==> src/rtl/multicycle_control_pkg.sv <==
// Shared encodings for the multicycle control unit: FSM states, opcodes,
// immediate-format and ALU-operation codes used by the datapath decoders.
package multicycle_control_pkg;

    typedef enum logic [3:0] {
        ST_IDLE,
        ST_FETCH,
        ST_DECODE,
        ST_EXEC_R,
        ST_EXEC_I,
        ST_ADDR,
        ST_MEM_RD,
        ST_MEM_WR,
        ST_WB_ALU,
        ST_WB_MEM,
        ST_BRANCH,
        ST_FAULT
    } state_t;

    localparam logic [6:0] OP_R   = 7'b0110011;
    localparam logic [6:0] OP_I   = 7'b0010011;
    localparam logic [6:0] OP_LD  = 7'b0000011;
    localparam logic [6:0] OP_SD  = 7'b0100011;
    localparam logic [6:0] OP_BEQ = 7'b1100011;

    typedef enum logic [1:0] {
        IMM_NONE = 2'b00,
        IMM_I    = 2'b01,
        IMM_S    = 2'b10,
        IMM_B    = 2'b11
    } imm_sel_t;

    typedef enum logic [1:0] {
        ALU_ADD   = 2'b00,
        ALU_SUB   = 2'b01,
        ALU_FUNCT = 2'b10
    } alu_op_t;

    // Immediate format implied by an opcode; R-type and unknown opcodes carry none.
    function automatic imm_sel_t imm_sel_for(input logic [6:0] opcode);
        imm_sel_t sel;
        case (opcode)
            OP_I, OP_LD: sel = IMM_I;
            OP_SD:       sel = IMM_S;
            OP_BEQ:      sel = IMM_B;
            default:     sel = IMM_NONE;
        endcase
        return sel;
    endfunction

endpackage

==> src/rtl/mem_wait_timer.sv <==
// Counts cycles spent waiting on a memory transfer; expired flags the last
// permitted cycle so the controller can fault instead of waiting further.
module mem_wait_timer #(
    parameter int unsigned TIMEOUT = 255
) (
    input  logic clk_i,
    input  logic rst_i,
    input  logic start,
    input  logic tick,
    output logic expired
);

    localparam logic [7:0] LIMIT = 8'(TIMEOUT - 1);

    logic [7:0] count;

    always_ff @(posedge clk_i) begin
        if (!rst_i) begin
            count <= '0;
        end else if (start) begin
            count <= '0;
        end else if (tick && !expired) begin
            count <= count + 8'd1;
        end
    end

    // count is the number of cycles already elapsed in the current request
    assign expired = (count == LIMIT);

endmodule

==> src/rtl/multicycle_control.sv <==
// Multicycle instruction-sequencing FSM: fetch, decode, execute, memory and
// writeback control strobes, with memory-timeout and illegal-opcode faults.
module multicycle_control
    import multicycle_control_pkg::*;
#(
    parameter int unsigned MEM_TIMEOUT = 255
) (
    input  logic        clk_i,
    input  logic        rst_i,
    input  logic        start_i,
    input  logic        stop_i,
    input  logic [6:0]  opcode_i,
    input  logic        zero_i,
    input  logic        mem_ack_i,
    output logic        mem_req_o,
    output logic        mem_read_o,
    output logic        mem_write_o,
    output logic        ir_write_o,
    output logic        pc_write_o,
    output logic        reg_write_o,
    output logic [1:0]  imm_sel_o,
    output logic        alu_src_b_o,
    output logic [1:0]  alu_op_o,
    output logic        mem_to_reg_o,
    output logic        busy_o,
    output logic        illegal_o,
    output logic        timeout_o,
    output logic [31:0] retired_o
);

    state_t      state;
    logic        illegal_q;
    logic        timeout_q;
    logic [31:0] retired_q;
    logic        req_state;
    logic        wait_expired;

    assign req_state = (state == ST_FETCH) || (state == ST_MEM_RD) || (state == ST_MEM_WR);

    // Clearing on every non-request cycle and on every ack guarantees a fresh
    // count on each entry, including the MEM_WR -> FETCH back-to-back case.
    mem_wait_timer #(
        .TIMEOUT (MEM_TIMEOUT)
    ) u_wait_timer (
        .clk_i   (clk_i),
        .rst_i   (rst_i),
        .start   (!req_state || mem_ack_i),
        .tick    (req_state && !mem_ack_i),
        .expired (wait_expired)
    );

    always_ff @(posedge clk_i) begin
        if (!rst_i) begin
            state     <= ST_IDLE;
            retired_q <= '0;
            illegal_q <= 1'b0;
            timeout_q <= 1'b0;
        end else begin
            case (state)
                ST_IDLE: begin
                    if (start_i) state <= ST_FETCH;
                end
                ST_FETCH: begin
                    if (mem_ack_i) begin
                        state <= ST_DECODE;
                    end else if (wait_expired) begin
                        state     <= ST_FAULT;
                        timeout_q <= 1'b1;
                    end
                end
                ST_DECODE: begin
                    case (opcode_i)
                        OP_R:        state <= ST_EXEC_R;
                        OP_I:        state <= ST_EXEC_I;
                        OP_LD, OP_SD: state <= ST_ADDR;
                        OP_BEQ:      state <= ST_BRANCH;
                        default: begin
                            state     <= ST_FAULT;
                            illegal_q <= 1'b1;
                        end
                    endcase
                end
                ST_EXEC_R, ST_EXEC_I: begin
                    state <= ST_WB_ALU;
                end
                ST_ADDR: begin
                    state <= (opcode_i == OP_LD) ? ST_MEM_RD : ST_MEM_WR;
                end
                ST_MEM_RD: begin
                    if (mem_ack_i) begin
                        state <= ST_WB_MEM;
                    end else if (wait_expired) begin
                        state     <= ST_FAULT;
                        timeout_q <= 1'b1;
                    end
                end
                ST_MEM_WR: begin
                    if (mem_ack_i) begin
                        retired_q <= retired_q + 32'd1;
                        state     <= stop_i ? ST_IDLE : ST_FETCH;
                    end else if (wait_expired) begin
                        state     <= ST_FAULT;
                        timeout_q <= 1'b1;
                    end
                end
                ST_WB_ALU, ST_WB_MEM, ST_BRANCH: begin
                    retired_q <= retired_q + 32'd1;
                    state     <= stop_i ? ST_IDLE : ST_FETCH;
                end
                ST_FAULT: begin
                    state <= ST_FAULT;
                end
                default: begin
                    state <= ST_FAULT;
                end
            endcase
        end
    end

    always_comb begin
        mem_req_o    = 1'b0;
        mem_read_o   = 1'b0;
        mem_write_o  = 1'b0;
        ir_write_o   = 1'b0;
        pc_write_o   = 1'b0;
        reg_write_o  = 1'b0;
        imm_sel_o    = IMM_NONE;
        alu_src_b_o  = 1'b0;
        alu_op_o     = ALU_ADD;
        mem_to_reg_o = 1'b0;
        case (state)
            ST_FETCH: begin
                mem_req_o  = 1'b1;
                mem_read_o = 1'b1;
                ir_write_o = mem_ack_i;
                pc_write_o = mem_ack_i;
            end
            ST_DECODE: begin
                imm_sel_o = imm_sel_for(opcode_i);
            end
            ST_EXEC_R: begin
                alu_src_b_o = 1'b0;
                alu_op_o    = ALU_FUNCT;
            end
            ST_EXEC_I: begin
                imm_sel_o   = imm_sel_for(opcode_i);
                alu_src_b_o = 1'b1;
                alu_op_o    = ALU_FUNCT;
            end
            ST_ADDR: begin
                imm_sel_o   = imm_sel_for(opcode_i);
                alu_src_b_o = 1'b1;
                alu_op_o    = ALU_ADD;
            end
            ST_MEM_RD: begin
                imm_sel_o  = imm_sel_for(opcode_i);
                mem_req_o  = 1'b1;
                mem_read_o = 1'b1;
            end
            ST_MEM_WR: begin
                imm_sel_o   = imm_sel_for(opcode_i);
                mem_req_o   = 1'b1;
                mem_write_o = 1'b1;
            end
            ST_WB_ALU: begin
                reg_write_o  = 1'b1;
                mem_to_reg_o = 1'b0;
            end
            ST_WB_MEM: begin
                reg_write_o  = 1'b1;
                mem_to_reg_o = 1'b1;
            end
            ST_BRANCH: begin
                imm_sel_o   = imm_sel_for(opcode_i);
                alu_src_b_o = 1'b0;
                alu_op_o    = ALU_SUB;
                pc_write_o  = zero_i;
            end
            default: begin
            end
        endcase
    end

    assign busy_o    = (state != ST_IDLE) && (state != ST_FAULT);
    assign illegal_o = illegal_q;
    assign timeout_o = timeout_q;
    assign retired_o = retired_q;

endmodule

==> config.mk <==
export PLATFORM = sky130hd
export DESIGN_NAME = multicycle_control
export DESIGN_NICKNAME = d
export VERILOG_FILES = /design/src/rtl/multicycle_control_pkg.sv /design/src/rtl/mem_wait_timer.sv /design/src/rtl/multicycle_control.sv
export SDC_FILE = /design/constraint.sdc
export NUM_CORES = 1
export LEC_CHECK = 0
export BUFFER_PORTS_ARGS = -buffer_cell sky130_fd_sc_hd__buf_2
export CORE_ASPECT_RATIO = 1.5
export CORE_UTILIZATION = 35
export CTS_CLUSTER_DIAMETER = 80
export DETAILED_ROUTE_END_ITERATION = 10
export GPL_TIMING_DRIVEN = 0
export PLACE_DENSITY_LB_ADDON = 0.12
export SLEW_MARGIN = 10
export SYNTH_ARGS = -nofsm -noshare
export SYNTH_HDL_FRONTEND = slang
export SYNTH_SLANG_ARGS = --single-unit
==> constraint.sdc <==
create_clock -name clk_i -period 5.7 [get_ports clk_i]
set_input_delay 1.425 -clock clk_i [delete_from_list [all_inputs] [get_ports clk_i]]
set_output_delay 1.425 -clock clk_i [all_outputs]
set_load 0.005 [all_outputs]
==> flow_summary.yaml <==
status:
  outcome: "completed"
timing:
  fin_crit_ns: 4.24
  period_share_pct: 74.4
  slew_violations: 0
  final-hold-violation-count: 0
  fmax_mhz: 236
  rsz0062_at_grt: "no"
  setup-tns-final_ns: 0
  finalSetupViolations: 0
  max_slew.worst_pin.slew_ns: 0.769
  relSlewSlack_pct: 48.1
  final.setup_skew_ns: 0.00737
  holdWs_ns: 0.467
cts:
  clk_pin_slew_ns: 0.09
  clockBufferDepth: 2
  cts_resized: 0
  cts_made_buffers: 5
  cts_root_buf: "clkbuf_8"
  ctsHtreeMaxLevel: 2
  cts_tree: "done"
  numClockSinks: 46
  cts_setup_buffers: 0
  hold_buffers: 0
  insertion_delay_ns: 0.30
pwr:
  clockPowerShare_pct: 39.1
  p_comb_share_pct: 9.4
  p_sw_mw: 0.156
  fin_total_pwr_mw: 0.635
  ir_drop_v: 0.0000993
  p_seq_share_pct: 51.5
  power.internal_mw: 0.479
  p_sw_share_pct: 24.6
  p_leak_nw: 1.16
  cellPowerDensity_nw_per_um2: 198
synth:
  yosys_register_bits: 46
  synthDistinctLibCells: 49
  synthArstFlopShare_pct: 0
  synthCells: 334
  synthesis.nets: 350
  syn_area_per_cell_um2: 8.02
  ys_warn_count: 0
  synth_area_um2: 2680
  yosysSeqAreaShare_pct: 34.4
  synth_edf_count: 0
  ys.flop_type: "dfxtp_1"
detailed_routing:
  drtIter0Drc: 112
  wl_met2_mm: 3.61
  drt-total-wl_mm: 7.18
  met3_length_um: 321
  drc_errors: 0
  dr.max_layer_used: "met4"
  wire_per_inst_um: 14.4
  via_per_inst: 5.54
  drt.antenna.violating_nets: 0
  dr.pass1.iters: 4
  met1_length_mm: 3.02
  vias: 2772
floorplan:
  fp.dieArea_um2: 8010
  fp-row-count: 38
  ios: 60
  initial_utilization_pct: 36.6
  core-area_um2: 7320
  die_w_um: 73.4
  die_h_um: 109
global_routing:
  first_global_vias: 2560
  antenna_found_initial: 0
  grt_max_degree: 16
  grt_pass1_wl_mm: 11.9
  grt_usage_pct: 18.8
  grt_overflow: 0
layout:
  fin_nets: 415
  design_area_um2: 3210
  syn_to_final_growth_pct: 19.8
  num_antenna_cells: 0
  drive_above_1_share_pct: 19.5
placed_design:
  port-buffer-count: 58
  place_congestion: 0.766
  place_area_um2: 3090
  dp_hpwl_mm: 5.33
hold_path:
  hold_start: "timeout_o"
  holdCritPathClass: "flop to flop"
critical_path:
  r2r-start: "state[1]"
  cp-end-kind: "output port"
  criticalPathCategory: "input pin to output port"
  cp_max_fo: 6
  required_ns: 4.28
  start_kind: "input pin"
  startpoint: "opcode_i[3]"
  cp.arrival_ns: 2.82
job:
  drv_cap: 0
-- critical path, stage by stage --
cell and delay (ns):
buf_2 0.09, nor4bb_1 0.68, o21ai_0 0.26, nor3b_1 0.22
buf_2 0.14
-- routing by layer --
| metal | vias up | track usage (%) |
|---|---|---|
| li1 | 1404 | - |
| met1 | 1274 | 21.5 |
| met2 | 77 | 33.5 |
| met3 | 17 | 2.87 |
| met4 | 0 | 9.62 |
| met5 | - | 0 |
-- metrics by stage --
| stage | utilization (%) | std cells | worst slack (ns) |
|---|---|---|---|
| after global placement | 42.2 | 492 | 1.42 |
| after detailed placement | 42.2 | 492 | 1.42 |
| after CTS | 43.8 | 500 | 1.40 |
| after global routing | 43.8 | 500 | 1.29 |
| final | 43.8 | 500 | 1.46 |
| after floorplan | - | 334 | 1.85 |
-- power by group through the flow --
stage	clock [mW]	combinational, mW	sequential (mW)
2_1_floorplan	0	0.0397	0.334
3_3_place_gp	0	0.0600	0.334
3_5_place_dp	0	0.0600	0.334
4_1_cts	0.256	0.0604	0.327
5_1_grt	0.269	0.0673	0.328
6_report	0.248	0.0599	0.327
-- synth_stat cells, types with 2 or more instances --
library cell	n	share of area [%]
clkbuf_1	16	2.2
buf_1	2	0.28
o21ai_0	10	1.9
nand2b_1	14	3.3
mux2i_1	7	2.6
xor2_1	3	0.98
buf_2	3	0.56
a21oi_1	35	6.5
and2_1	7	1.6
and3_1	4	0.93
and4_1	5	1.6
nor3_1	6	1.1
o31ai_1	20	5.6
o311ai_0	2	0.65
inv_1	6	0.84
or4b_2	2	0.75
a21o_1	2	0.56
a211oi_1	2	0.56
dfxtp_1	46	34
nand2_1	26	3.6
or3_1	6	1.4
nand4_1	9	2.1
o41ai_1	5	1.6
o21a_1	4	1.1
nor2b_1	6	1.4
nand3_1	15	2.8
nor2_1	14	2.0
a31oi_1	3	0.70
nor4_1	5	1.2
ha_1	3	1.4
or4_1	25	7.0
or2_2	4	0.93
-- cells by family after synthesis --
logic type / share of synthesized area (%)
xor+xnor: 1.31
buf+inv: 4.49
simple gates: 34.3
fa+ha+maj: 1.40
compound gates: 21.4
flops: 34.4
mux: 2.62
-- path summary, 6_finish.rpt --
check / to / slack [ns] / cells past startpoint
worst max-delay path: imm_sel_o[0] / 1.46 / 5
worst min-delay path: timeout_o / 0.47 / 2
worst max register to register: retired_o[9] / 3.21 / 7
worst min register to register: timeout_o / 0.47 / 2
-- flip-flops by register name, summed over array words and instances (netlist names) --
name / flops
illegal_o: 1
state: 4
u_wait_timer.count: 8
retired_o: 32
timeout_o: 1
-- final cells by class --
type | instances | area [um^2]
Buffer | 22 | 93.8
Clock buffer | 5 | 68.8
Clock inverter | 3 | 45.0
Fill cell | 806 | 4120
Inverter | 7 | 26.3
Multi-Input combinational cell | 259 | 1640
Sequential cell | 46 | 921
Tap cell | 100 | 125
Timing Repair Buffer | 58 | 290
-- layout by cell type (no fill, tap or decap), types with 7 or more instances in the layout --
| master | count |
|---|---|
| dfxtp_1 | 46 |
| nor2_1 | 14 |
| nand2_1 | 26 |
| a21oi_1 | 35 |
| buf_2 | 61 |
| o31ai_1 | 20 |
| nand4_1 | 9 |
| and2_1 | 7 |
| o21ai_0 | 10 |
| mux2i_1 | 7 |
| nand2b_1 | 14 |
| nand3_1 | 15 |
| or4_1 | 25 |
| clkbuf_1 | 16 |
Power figures use the tool's default switching activity.
